$ cat src/rtl/conv_mem_arbiter.sv
// Shares one data-memory request port between the core LSU and the convolution load engine.
// Accelerator reads are buffered in a FIFO and responses are steered back through an owner FIFO.
module conv_mem_arbiter #(
  parameter int CONV_FIFO_DEPTH = 4,
  parameter int MAX_OUTSTANDING = 4
) (
  input  logic        clk_i,
  input  logic        rst_i,
  input  logic        core_rd_i,
  input  logic [3:0]  core_wr_i,
  input  logic [31:0] core_addr_i,
  input  logic [31:0] core_data_wr_i,
  output logic        core_accept_o,
  output logic        core_ack_o,
  output logic [31:0] core_data_rd_o,
  input  logic        conv_rd_i,
  input  logic [31:0] conv_addr_i,
  output logic        conv_ack_o,
  output logic [31:0] conv_data_o,
  output logic        mem_rd_o,
  output logic [3:0]  mem_wr_o,
  output logic [31:0] mem_addr_o,
  output logic [31:0] mem_data_wr_o,
  input  logic        mem_accept_i,
  input  logic        mem_ack_i,
  input  logic [31:0] mem_data_rd_i,
  output logic        conv_ovf_o,
  output logic        ack_err_o
);

  localparam int CAW = $clog2(CONV_FIFO_DEPTH);
  localparam int CCW = $clog2(CONV_FIFO_DEPTH + 1);
  localparam int RAW = (MAX_OUTSTANDING > 1) ? $clog2(MAX_OUTSTANDING) : 1;
  localparam int RCW = $clog2(MAX_OUTSTANDING + 1);
  localparam logic [CCW-1:0] CONV_FULL  = CCW'(CONV_FIFO_DEPTH);
  localparam logic [RCW-1:0] ROUTE_FULL = RCW'(MAX_OUTSTANDING);

  typedef enum logic [1:0] {IDLE, HOLD_CORE, HOLD_CONV} state_t;

  state_t          state_q;
  logic            last_conv_q;
  logic            conv_ovf_q;
  logic            ack_err_q;

  logic [31:0]     conv_mem [CONV_FIFO_DEPTH];
  logic [CAW-1:0]  conv_wp_q, conv_rp_q;
  logic [CCW-1:0]  conv_cnt_q;
  logic            route_mem [MAX_OUTSTANDING];
  logic [RAW-1:0]  route_wp_q, route_rp_q;
  logic [RCW-1:0]  route_cnt_q;

  logic core_pend, conv_pend, conv_full, route_empty, route_full;
  logic grant_valid, sel_conv, accept;
  logic conv_push, conv_pop, conv_drop, route_push, route_pop, route_owner;

  function automatic logic [CAW-1:0] conv_next(input logic [CAW-1:0] p);
    return (p == CAW'(CONV_FIFO_DEPTH - 1)) ? '0 : p + 1'b1;
  endfunction

  function automatic logic [RAW-1:0] route_next(input logic [RAW-1:0] p);
    return (p == RAW'(MAX_OUTSTANDING - 1)) ? '0 : p + 1'b1;
  endfunction

  // NOTE: every always_comb output gets a default before the case so no latch is inferred.
  always_comb begin
    core_pend   = core_rd_i | (|core_wr_i);
    conv_pend   = (conv_cnt_q != '0);
    conv_full   = (conv_cnt_q == CONV_FULL);
    route_empty = (route_cnt_q == '0);
    route_full  = (route_cnt_q == ROUTE_FULL);
    grant_valid = 1'b0;
    sel_conv    = 1'b0;
    unique case (state_q)
      HOLD_CORE: grant_valid = 1'b1;
      HOLD_CONV: begin
        grant_valid = 1'b1;
        sel_conv    = 1'b1;
      end
      default: begin
        // On a tie the source served last loses.
        grant_valid = !route_full && (core_pend || conv_pend);
        sel_conv    = conv_pend && (!core_pend || !last_conv_q);
      end
    endcase
  end

  assign accept      = grant_valid & mem_accept_i;
  assign conv_pop    = accept & sel_conv;
  assign conv_push   = conv_rd_i & (!conv_full | conv_pop);
  assign conv_drop   = conv_rd_i & conv_full & !conv_pop;
  assign route_push  = accept;
  assign route_pop   = mem_ack_i & !route_empty;
  assign route_owner = route_mem[route_rp_q];

  assign mem_rd_o      = grant_valid & (sel_conv | core_rd_i);
  assign mem_wr_o      = (grant_valid && !sel_conv) ? core_wr_i : 4'b0;
  assign mem_addr_o    = !grant_valid ? 32'b0 : (sel_conv ? conv_mem[conv_rp_q] : core_addr_i);
  assign mem_data_wr_o = (grant_valid && !sel_conv) ? core_data_wr_i : 32'b0;

  assign core_accept_o  = accept & !sel_conv;
  assign core_ack_o     = route_pop & !route_owner;
  assign conv_ack_o     = route_pop & route_owner;
  assign core_data_rd_o = mem_data_rd_i;
  assign conv_data_o    = mem_data_rd_i;
  assign conv_ovf_o     = conv_ovf_q;
  assign ack_err_o      = ack_err_q;

  // NOTE: FIFO storage is not reset; the pointers and counts alone define which entries are valid.
  always_ff @(posedge clk_i) begin
    if (conv_push)  conv_mem[conv_wp_q]   <= conv_addr_i;
    if (route_push) route_mem[route_wp_q] <= sel_conv;
  end

  always_ff @(posedge clk_i or posedge rst_i) begin
    if (rst_i) begin
      state_q     <= IDLE;
      last_conv_q <= 1'b1;
      conv_ovf_q  <= 1'b0;
      ack_err_q   <= 1'b0;
      conv_wp_q   <= '0;
      conv_rp_q   <= '0;
      conv_cnt_q  <= '0;
      route_wp_q  <= '0;
      route_rp_q  <= '0;
      route_cnt_q <= '0;
    end else begin
      unique case (state_q)
        IDLE: if (grant_valid && !mem_accept_i) state_q <= sel_conv ? HOLD_CONV : HOLD_CORE;
        default: if (mem_accept_i) state_q <= IDLE;
      endcase
      if (accept)    last_conv_q <= sel_conv;
      if (conv_drop) conv_ovf_q  <= 1'b1;
      if (mem_ack_i && route_empty) ack_err_q <= 1'b1;

      if (conv_push) conv_wp_q <= conv_next(conv_wp_q);
      if (conv_pop)  conv_rp_q <= conv_next(conv_rp_q);
      conv_cnt_q <= conv_cnt_q + CCW'(conv_push) - CCW'(conv_pop);

      if (route_push) route_wp_q <= route_next(route_wp_q);
      if (route_pop)  route_rp_q <= route_next(route_rp_q);
      route_cnt_q <= route_cnt_q + RCW'(route_push) - RCW'(route_pop);
    end
  end

endmodule

$ cat config.mk
export PLATFORM = sky130hd
export DESIGN_NAME = conv_mem_arbiter
export DESIGN_NICKNAME = d
export VERILOG_FILES = /design/src/rtl/conv_mem_arbiter.sv
export SDC_FILE = /design/constraint.sdc
export NUM_CORES = 1
export LEC_CHECK = 0
export BUFFER_PORTS_ARGS = -buffer_cell sky130_fd_sc_hd__buf_2
export CAP_MARGIN = 20
export CELL_PAD_IN_SITES_DETAIL_PLACEMENT = 0
export CELL_PAD_IN_SITES_GLOBAL_PLACEMENT = 2
export CORE_ASPECT_RATIO = 1.4
export CORE_MARGIN = 2
export CORE_UTILIZATION = 29
export CTS_CLUSTER_DIAMETER = 120
export DETAILED_ROUTE_END_ITERATION = 6
export PLACE_DENSITY = 0.84
export SLEW_MARGIN = 20
export SYNTH_ARGS = -nofsm -noshare
export SYNTH_HDL_FRONTEND = slang
export SYNTH_SLANG_ARGS = --single-unit
$ cat constraint.sdc
create_clock -name clk_i -period 2.4 [get_ports clk_i]
set_input_delay 0.12 -clock clk_i [delete_from_list [all_inputs] [get_ports clk_i]]
set_output_delay 0.12 -clock clk_i [all_outputs]
set_load 0.02 [all_outputs]
==> results.py, run 1 <==
metrics = {
    "place": {
        "dp_cells": 927,
        "placed_area_um2": 8088,
        "io_buffers": 179,
        "dp_hpwl_mm": 12.97,
        "gp_congestion": 0.7135,
        "pre_cts_slack_ns": 0.05084,
    },
    "layout": {
        "design_area_um2": 9513,
        "fillers": 2357,
        "n_antenna_cell": 0,
        "final_cell_count_no_fill": 1006,
        "final_net_count": 834,
        "area_growth_pct": 32.85,
        "post-route-util_pct": 38.82,
        "drive_above_1_share_pct": 48.63,
    },
    "flow_run": {
        "maxCapViolCount": 0,
    },
    "timing": {
        "rsz0062_at_grt": "true",
        "hold_viol": 0,
        "min_period_ns": 2.384,
        "fin_worst_skew_ns": 0.01000,
        "post-route-period-util_pct": 99.32,
        "max_freq_mhz": 419.5,
        "final-setup-viol-count": 0,
        "fin_ws_ns": 0.01623,
        "finalMaxSlewViolations": 0,
        "tightest_slew_ns": 0.8641,
        "max_slew_margin_pct": 42.33,
    },
    "worst_setup_path": {
        "path_max_fanout": 5,
        "cp.arrival_ns": 2.68,
        "critical_path_class": "reg2reg",
        "end_kind": "flip-flop",
        "crit_path_start_kind": "flip-flop",
        "required_ns": 2.69,
    },
    "hold_path": {
        "hold_path.class": "in2reg",
    },
    "grt": {
        "globalRouteTotalUtil_pct": 14.32,
        "grt_pass1_wl_mm": 26.81,
        "grt_pass1_vias": 4634,
        "grt_max_degree": 41,
        "grt_antenna_before_repair": 0,
        "grt_overflow_total": 0,
    },
    "route": {
        "drc": 0,
        "detail-route-antenna-nets": 0,
        "num_vias": 4576,
        "dr.first_iter.drc_count": 215,
        "routed_wl_mm": 20.13,
        "detail_route.vias_per_cell": 4.549,
        "wire_per_inst_um": 20.01,
        "firstDrtPassIters": 6,
    },
    "floorplan": {
        "start_util_pct": 29.22,
        "num_rows": 68,
        "fp.dieW_um": 136.8,
        "core_area_um2": 24500,
        "die-area_um2": 25980,
        "die_h_um": 189.9,
        "io_pins": 276,
    },
    "pwr": {
        "ir_drop_v": 0.001134,
        "power.leakage_nw": 3.795,
        "power_density_nw_per_um2": 1576,
    },
    "synth": {
        "syn_avg_cell_area_um2": 14.26,
        "seq_area_frac_synth_pct": 62.01,
        "yosys_warnings": 0,
        "syn-cell-area_um2": 7161,
        "synth_top_cell_area_share_pct": 55.36,
        "synth_commonest_cells": "edfxtp_1, nand2_1, buf_4",
        "ys_async_sr_fraction_pct": 12.58,
        "yosys-top-cells-area": "edfxtp_1, mux4_2, buf_4",
        "syn_inst": 502,
        "synth-edff-count": 132,
        "synth_cell_types": 37,
        "ys_ff_latch": 151,
        "yosysTopAreaCell": "edfxtp_1",
        "synthFlopType": "edfxtp_1",
        "syn_nets": 658,
        "synth_most_common_cell": "edfxtp_1",
    },
    "cts": {
        "cts_max_level": 4,
        "cts_root_buffer": "clkbuf_16",
        "clk_pin_slew_worst_paths_ns": 0.07,
        "clockBufferDepth": 2,
        "cts_buffers": 17,
        "clkSinkCount": 151,
        "insertion_delay_ns": 0.41,
        "cts_tree": "done",
    },
    "status": {
        "status": "complete, no violations",
    },
}
-- power breakdown --
group / total (mW) / switching, mW / internal (mW)
clock network: 2.58 / 1.19 / 1.39
logic: 8.52 / 4.86 / 3.66
registers: 3.89 / 0.315 / 3.58
total: 15.0 / 6.37 / 8.62
-- per-stage QoR --
step / hold slack (ns) / TNS [ns] / total power, mW
final: 0.1307 / 0 / 14.99
after global routing: 0.1358 / -0.3671 / 15.91
after CTS: 0.1056 / 0 / 13.35
after detailed placement: 0.2402 / 0 / 10.58
after global placement: 0.2402 / 0 / 10.53
after floorplan: 0.07039 / 0 / 8.302
-- layer usage --
| layer | part of all wire, % | track usage, % |
|---|---|---|
| met1 | 36 | 15.17 |
| met2 | 49 | 23.81 |
| met3 | 11 | 6.395 |
| met4 | 4.6 | 7.454 |
| met5 | 0 | 0 |
-- registers in the layout, indices dropped and copies added (netlist names), 3 cells and up --
register     cells
conv_cnt_q       3
conv_mem       128
route_cnt_q      3
route_mem        4
-- worst paths after layout --
check                                   start       endpoint  slack, ns  cells past startpoint
worst max-delay path            conv_cnt_q[0]  conv_cnt_q[2]       0.02                      9
max in group asynchronous               rst_i   conv_rp_q[1]       1.33                      3
worst min register to register      ack_err_o      ack_err_o       0.47                      1
worst max register to register  conv_cnt_q[0]  conv_cnt_q[2]       0.02                      9
min in group asynchronous               rst_i     conv_ovf_o       0.45                      3
worst min-delay path             mem_accept_i     state_q[1]       0.13                      3
-- cells in the final DEF (no fill, tap or decap), types with 2 or more instances in the layout --
master	synthesis	final
o21ai_4	0	8
a21o_1	3	3
ha_2	0	2
and3_1	4	4
clkinv_8	0	2
nor2b_2	0	4
buf_12	0	11
nand2_2	1	3
buf_2	9	151
nand2_1	69	67
inv_2	0	5
buf_4	64	31
and2_2	0	4
ha_4	0	2
nor2b_1	38	34
o21ai_1	1	13
clkbuf_16	0	19
mux4_2	33	33
dfrtp_1	18	16
o21ai_0	35	3
nand2b_1	2	2
edfxtp_1	132	132
clkinvlp_4	0	3
dlygate4sd3_1	0	35
buf_6	4	14
nor3_1	3	3
o21ai_2	0	12
nor2_1	9	9
xor2_1	2	2
inv_8	0	6
ha_1	16	12
inv_6	0	3
mux2_2	8	8
inv_1	18	13
fa_2	0	2
-- what timing repair did --
item                                    in CTS  in global routing
endpoints found under the hold margin      148                  0
gates cloned                                 0                  5
pin swaps                                    0                 15
setup buffers                                0                  7
gates resized for setup                     11                117
hold buffers                                35                  0
endpoints found under the setup margin      36                 61
-- cell type report --
class	instances	area, um^2	share of cell area [%]
flip-flops and latches	151	4446	46.73
multi-input cells	245	2252	23.67
repair buffers	245	1774	18.65
clock buffers	17	425.4	4.472
well taps	315	394.1	4.143
clock inverters	15	153.9	1.618
inverters	18	67.56	0.7102
-- worst max-delay path, stage by stage (launching register included) --
cell,delay [ns]
dfrtp_1,0.41
or3_4,0.43
a32o_2,0.37
nand2_2,0.10
inv_2,0.05
ha_4,0.25
inv_2,0.02
ha_2,0.16
fa_2,0.35
xnor2_2,0.13
-- logic make-up (layout without fill, tap and decap cells) --
family	Yosys count	after routing	synth area share, %
flip-flops	151	151	62.01
AND/OR/NAND/NOR	132	132	8.841
buffers and inverters	106	295	9.488
AO/OA/AOI/OAI	50	50	4.176
multiplexers	41	41	11.64
adder cells (fa/ha/maj)	18	18	3.355
XOR/XNOR	4	4	0.4893
Power figures use the tool's default switching activity.
==> inputs of run 2 (changes only) <==
--- a/config.mk
+++ b/config.mk
@@ -8,10 +8,10 @@
 export BUFFER_PORTS_ARGS = -buffer_cell sky130_fd_sc_hd__buf_2
 export CAP_MARGIN = 20
 export CELL_PAD_IN_SITES_DETAIL_PLACEMENT = 0
-export CELL_PAD_IN_SITES_GLOBAL_PLACEMENT = 2
+export CELL_PAD_IN_SITES_GLOBAL_PLACEMENT = 1
 export CORE_ASPECT_RATIO = 1.4
 export CORE_MARGIN = 2
-export CORE_UTILIZATION = 29
+export CORE_UTILIZATION = 35
 export CTS_CLUSTER_DIAMETER = 120
 export DETAILED_ROUTE_END_ITERATION = 6
 export PLACE_DENSITY = 0.84
==> run 2 against run 1 <==
Effect of this change: clock skew is 0.0012 ns higher; largest cell class unchanged; clock power is 7% higher; non-clock buffer count is 7 lower; wire length is 4.8% lower; worst setup slack better by 0.015 ns; critical path type is now reg2out; clock-buffer cell count stayed put.
==> results.py, run 2 (synthesis gave the netlist of run 1 again) <==
metrics = {
    "timing": {
        "rsz0062_at_grt": "true",
        "finalMaxSlewViolations": 0,
        "tightest_slew_ns": 0.7998,
        "hold_slack_ns": 0.02442,
        "post-route-period-util_pct": 98.68,
        "hold_viol": 0,
        "fin_worst_skew_ns": 0.01120,
        "min_period_ns": 2.368,
        "max_slew_margin_pct": 46.62,
        "final-setup-viol-count": 0,
        "max_freq_mhz": 422.2,
    },
    "layout": {
        "final_net_count": 827,
        "final_common_cell": "buf_2",
        "regMostFlops": "conv_mem",
        "largest_register_ffs": 128,
        "post-route-util_pct": 45.98,
        "final_cell_mix": "buf_2, edfxtp_1, nand2_1",
        "area_growth_pct": 28.41,
        "drive_above_1_share_pct": 45.03,
        "n_antenna_cell": 0,
        "reg_top3": "conv_mem (128), route_mem (4)",
    },
    "pwr": {
        "power_density_nw_per_um2": 1522,
        "power_mw": 13.99,
        "ir_drop_v": 0.0009390,
        "combPwrFrac_pct": 52.2,
        "p_seq_share_pct": 28.1,
        "switchingPower_mw": 5.793,
        "power.leakage_nw": 3.733,
        "pwr-share-clk_pct": 19.7,
        "p_sw_share_pct": 41.39,
        "intPower_mw": 8.201,
    },
    "floorplan": {
        "core_area_um2": 20000,
        "num_rows": 61,
        "io_pins": 276,
        "die_h_um": 173.2,
        "start_util_pct": 35.81,
        "fp.dieW_um": 124.9,
        "die-area_um2": 21640,
    },
    "route": {
        "routed_wl_mm": 19.17,
        "num_vias": 4560,
        "wire_per_inst_um": 20.48,
        "dr.first_iter.drc_count": 246,
        "detail-route-antenna-nets": 0,
        "firstDrtPassIters": 4,
        "drc": 0,
        "detail_route.vias_per_cell": 4.872,
    },
    "worst_setup_path": {
        "crit_path_start_kind": "flip-flop",
        "cp_cell_sequence": "inv_2, ha_4, buf_4, a32o_2, buf_12, buf_16, o21ai_0, buf_2",
        "end_kind": "primary output",
        "cp.arrival_ns": 2.25,
        "required_ns": 2.28,
        "critical_path_class": "reg2out",
        "cpMaxStageDelayCell": "dfrtp_1",
        "path_max_fanout": 34,
        "critPathMaxStageDelay_ns": 0.40,
    },
    "grt": {
        "grt_overflow_total": 0,
        "grt_pass1_vias": 4720,
        "grt_max_degree": 39,
        "grt_antenna_before_repair": 0,
        "grt_pass1_wl_mm": 28.37,
        "globalRouteTotalUtil_pct": 17.85,
    },
    "cts": {
        "cts_root_buffer": "clkbuf_16",
        "clk_pin_slew_worst_paths_ns": 0.06,
        "cts_buffers": 17,
        "insertion_delay_ns": 0.42,
        "clkSinkCount": 151,
        "cts_max_level": 4,
        "clockBufferDepth": 2,
        "cts_tree": "done",
    },
    "status": {
        "status": "complete, no violations",
    },
    "flow_run": {
        "maxCapViolCount": 0,
    },
    "place": {
        "io_buffers": 179,
        "gp_congestion": 0.7948,
        "dp_hpwl_mm": 13.47,
    },
    "hold_path": {
        "hold_path.class": "in2reg",
    },
}
run 2: changes by cell type in the layout (fill, tap and decap cells not counted), sizes merged:
cell,previous run,this run
dlygate4sd3,35,34
clkinv,3,4
inv,27,23
clkbuf,20,17
buf,207,204
bufinv,0,3
run 2: final timing paths:
check / cells after the start / to / start / slack [ns]
max in group asynchronous: 3 / conv_rp_q[1] / rst_i / 1.42
worst max-delay path: 8 / mem_addr_o[2] / state_q[1] / 0.03
worst max register to register: 11 / route_cnt_q[2] / state_q[1] / 0.04
worst min-delay path: 2 / conv_ovf_o / conv_rd_i / 0.02
worst min register to register: 1 / ack_err_o / ack_err_o / 0.46
min in group asynchronous: 3 / conv_wp_q[1] / rst_i / 0.43
run 2: routing by layer:
metal / share of wire [%] / GRT usage (%)
met5: 0 / 0
met4: 5.0 / 10.56
met3: 12 / 9.105
met2: 48 / 28.48
met1: 35 / 18.94
run 2: what timing repair did:
| action | 4_1_cts | 5_1_grt |
|---|---|---|
| hold buffers | 34 | 0 |
| endpoints found under the hold margin | 147 | 0 |
| gates resized for setup | 9 | 51 |
| pin swaps | 1 | 6 |
| gates cloned | 1 | 0 |
| setup endpoints to repair | 36 | 52 |
| setup buffers | 1 | 3 |
run 2: through the flow:
| stage | instances | worst slack (ns) | cell area (um^2) | TNS [ns] |
|---|---|---|---|---|
| floorplan | 502 | 0.03374 | 7187 | 0 |
| global placement | 865 | 0.09463 | 8041 | 0 |
| detailed placement | 865 | 0.03738 | 8041 | 0 |
| CTS | 933 | -0.01716 | 9076 | -0.01716 |
| global route | 936 | -0.04889 | 9195 | -0.7459 |
| finish | 936 | 0.03169 | 9195 | 0 |
run 2: final cells by class:
class / count / area [um^2]
repair buffers: 238 / 1628
flip-flops and latches: 151 / 4443
clock buffers: 17 / 425.4
inverters: 18 / 67.56
fillers: 1808 / 10800
clock inverters: 15 / 192.7
well taps: 252 / 315.3
multi-input cells: 245 / 2123
run 2: power groups by stage:
stage / Clock (mW) / Sequential [mW] / Combinational [mW]
finish: 2.76 / 3.93 / 7.30
detailed placement: 0 / 3.99 / 6.63
CTS: 2.82 / 3.94 / 7.07
floorplan: 0 / 3.81 / 4.49
global placement: 0 / 3.95 / 6.57
global route: 2.93 / 4.00 / 7.90
run 2: worst max-delay path, delay by kind of cell (launching register included):
family | cells | cell delay, ns
flops | 1 | 0.40
buf+inv | 5 | 0.75
compound gates | 2 | 0.45
fa+ha+maj | 1 | 0.23
==> inputs of run 3 (changes only) <==
==> constraint.sdc (replaced) <==
create_clock -name clk_i -period 2.4 [get_ports clk_i]
set_input_delay 0.12 -clock clk_i [delete_from_list [all_inputs] [get_ports clk_i]]
set_output_delay 0.12 -clock clk_i [all_outputs]
set_load 0.005 [all_outputs]
==> run 3 against run 2 <==
Effect of this change: clock power fell by 11%; combinational power decreased by 18%; die area unchanged; sequential share of layout area increased by 0.35 points; non-clock buffer count increased by 4; critical endpoint is now route_cnt_q[2]; worst setup slack improved by 0.0082 ns; power is 11% lower; sequential power is essentially flat; clock skew decreased by 0.00055 ns; largest cell class unchanged; final cell count grew 0.43%.
==> results.py, run 3 (synthesis gave the netlist of run 1 again) <==
metrics = {
    "route": {
        "drc": 0,
        "detail_route.vias_per_cell": 4.853,
        "dr.first_iter.drc_count": 244,
        "firstDrtPassIters": 5,
        "routed_wl_mm": 19.63,
        "num_vias": 4562,
        "wire_per_inst_um": 20.88,
        "detail-route-antenna-nets": 0,
    },
    "worst_setup_path": {
        "cp_cell_sequence": "inv_2, ha_4, nand3b_1, o31a_2, nand2_2, ha_4, inv_2, ha_4, fa_2, xor2_2, xnor2_1",
        "path_buf_inv": 2,
        "critPathMaxStageDelay_ns": 0.38,
        "critical_path_class": "reg2reg",
        "crit_path_start_kind": "flip-flop",
        "cp.arrival_ns": 2.70,
        "required_ns": 2.74,
        "timing.critical_path.mode_cell": "ha_4",
        "cpMaxStageDelayCell": "dfrtp_1",
        "critical_path.top_delay_family": "adder cells",
        "path_max_fanout": 6,
        "end_kind": "flip-flop",
    },
    "timing": {
        "rsz0062_at_grt": "true",
        "post-route-period-util_pct": 98.34,
        "fin_tns_setup_ns": 0,
        "final-setup-viol-count": 0,
        "max_freq_mhz": 423.7,
        "fin_ws_ns": 0.03987,
        "fin_worst_skew_ns": 0.01064,
        "max_slew_margin_pct": 46.19,
        "finalMaxSlewViolations": 0,
        "min_period_ns": 2.360,
        "hold_viol": 0,
        "tightest_slew_ns": 0.8063,
    },
    "pwr": {
        "combPwrFrac_pct": 48.4,
        "pwr-share-clk_pct": 19.7,
        "power_density_nw_per_um2": 1361,
        "p_sw_share_pct": 37.79,
        "switchingPower_mw": 4.696,
        "p_seq_share_pct": 31.9,
        "ir_drop_v": 0.0006732,
        "power.leakage_nw": 3.680,
        "intPower_mw": 7.730,
    },
    "layout": {
        "fillers": 1802,
        "final_net_count": 831,
        "largest_register_ffs": 128,
        "area_growth_pct": 27.49,
        "final_cell_mix": "buf_2, edfxtp_1, nand2_1",
        "reg_top3": "conv_mem (128), route_mem (4)",
        "regMostFlops": "conv_mem",
        "drive_above_1_share_pct": 45.35,
        "n_antenna_cell": 0,
        "final_common_cell": "buf_2",
        "design_area_um2": 9129,
    },
    "grt": {
        "grt_pass1_wl_mm": 28.34,
        "grt_antenna_before_repair": 0,
        "grt_overflow_total": 0,
        "grt_max_degree": 39,
        "grt_pass1_vias": 4715,
        "globalRouteTotalUtil_pct": 17.84,
    },
    "floorplan": {
        "die_h_um": 173.2,
        "core_area_um2": 20000,
        "io_pins": 276,
        "die-area_um2": 21640,
        "fp.dieW_um": 124.9,
        "start_util_pct": 35.81,
        "num_rows": 61,
    },
    "cts": {
        "clk_pin_slew_worst_paths_ns": 0.06,
        "cts_buffers": 17,
        "clockBufferDepth": 2,
        "cts_max_level": 4,
        "clkSinkCount": 151,
        "insertion_delay_ns": 0.42,
        "cts_tree": "done",
        "cts_root_buffer": "clkbuf_16",
    },
    "place": {
        "pre_cts_slack_ns": 0.01981,
        "placed_area_um2": 8034,
        "gp_congestion": 0.7366,
        "io_buffers": 179,
        "dp_hpwl_mm": 13.20,
    },
    "status": {
        "status": "complete, no violations",
    },
    "hold_path": {
        "hold_path.class": "in2reg",
    },
    "flow_run": {
        "maxCapViolCount": 0,
    },
}
[run 3: layout make-up]
| cell class | count | area (um^2) | share of cell area [%] |
|---|---|---|---|
| multi-input combinational | 245 | 2157 | 23.63 |
| clock inverter | 15 | 117.6 | 1.288 |
| timing repair buffer | 242 | 1603 | 17.56 |
| tap | 252 | 315.3 | 3.454 |
| clock buffer | 17 | 425.4 | 4.660 |
| inverter | 18 | 67.56 | 0.7401 |
| sequential | 151 | 4443 | 48.67 |
[run 3: power by group through the flow]
stage | clock (mW) | sequential, mW | combinational, mW
after detailed placement | 0 | 4.01 | 5.35
after global routing | 2.64 | 4.03 | 6.61
final | 2.45 | 3.96 | 6.01
after global placement | 0 | 3.97 | 5.32
after CTS | 2.51 | 3.96 | 5.73
after floorplan | 0 | 3.80 | 3.29
[run 3: worst paths after layout]
path | startpoint | cells past startpoint | slack [ns] | end
worst max-delay path | state_q[1] | 11 | 0.04 | route_cnt_q[2]
worst min-delay path | mem_accept_i | 3 | 0.16 | state_q[0]
worst max register to register | state_q[1] | 11 | 0.04 | route_cnt_q[2]
worst min register to register | ack_err_o | 1 | 0.47 | ack_err_o
max in group asynchronous | rst_i | 3 | 1.42 | conv_rp_q[0]
min in group asynchronous | rst_i | 3 | 0.42 | conv_cnt_q[1]
[run 3: what timing repair did]
item                                    4_1_cts  5_1_grt
hold buffers                                 35        0
gates resized for setup                       2       30
pin swaps                                     1       11
endpoints found under the setup margin       12       38
buffers inserted                              1        7
endpoints found under the hold margin       148        0
cloned                                        1        1
[run 3: through the flow]
step / hold slack (ns) / total power, mW / cells / utilization, %
CTS: 0.1399 / 12.21 / 933 / 44.90
detailed placement: 0.2401 / 9.363 / 864 / 40.18
floorplan: 0.07039 / 7.085 / 502 / -
global placement: 0.2401 / 9.289 / 864 / 40.18
global route: 0.1789 / 13.28 / 940 / 45.65
finish: 0.1590 / 12.43 / 940 / 45.65
[run 3: layer usage]
| layer | wire, um | GRT usage, % | vias to the layer above | part of all wire [%] |
|---|---|---|---|---|
| li1 | - | - | 2095 | - |
| met1 | 7135 | 20.07 | 2211 | 36 |
| met2 | 9630 | 29.37 | 188 | 49 |
| met3 | 2119 | 7.562 | 68 | 11 |
| met4 | 742 | 8.426 | 0 | 3.8 |
| met5 | 0 | 0 | - | 0 |
[run 3: tightest hold or removal path: stages]
cell	delay [ns]
buf_2	0.11
inv_1	0.14
a31o_2	0.17
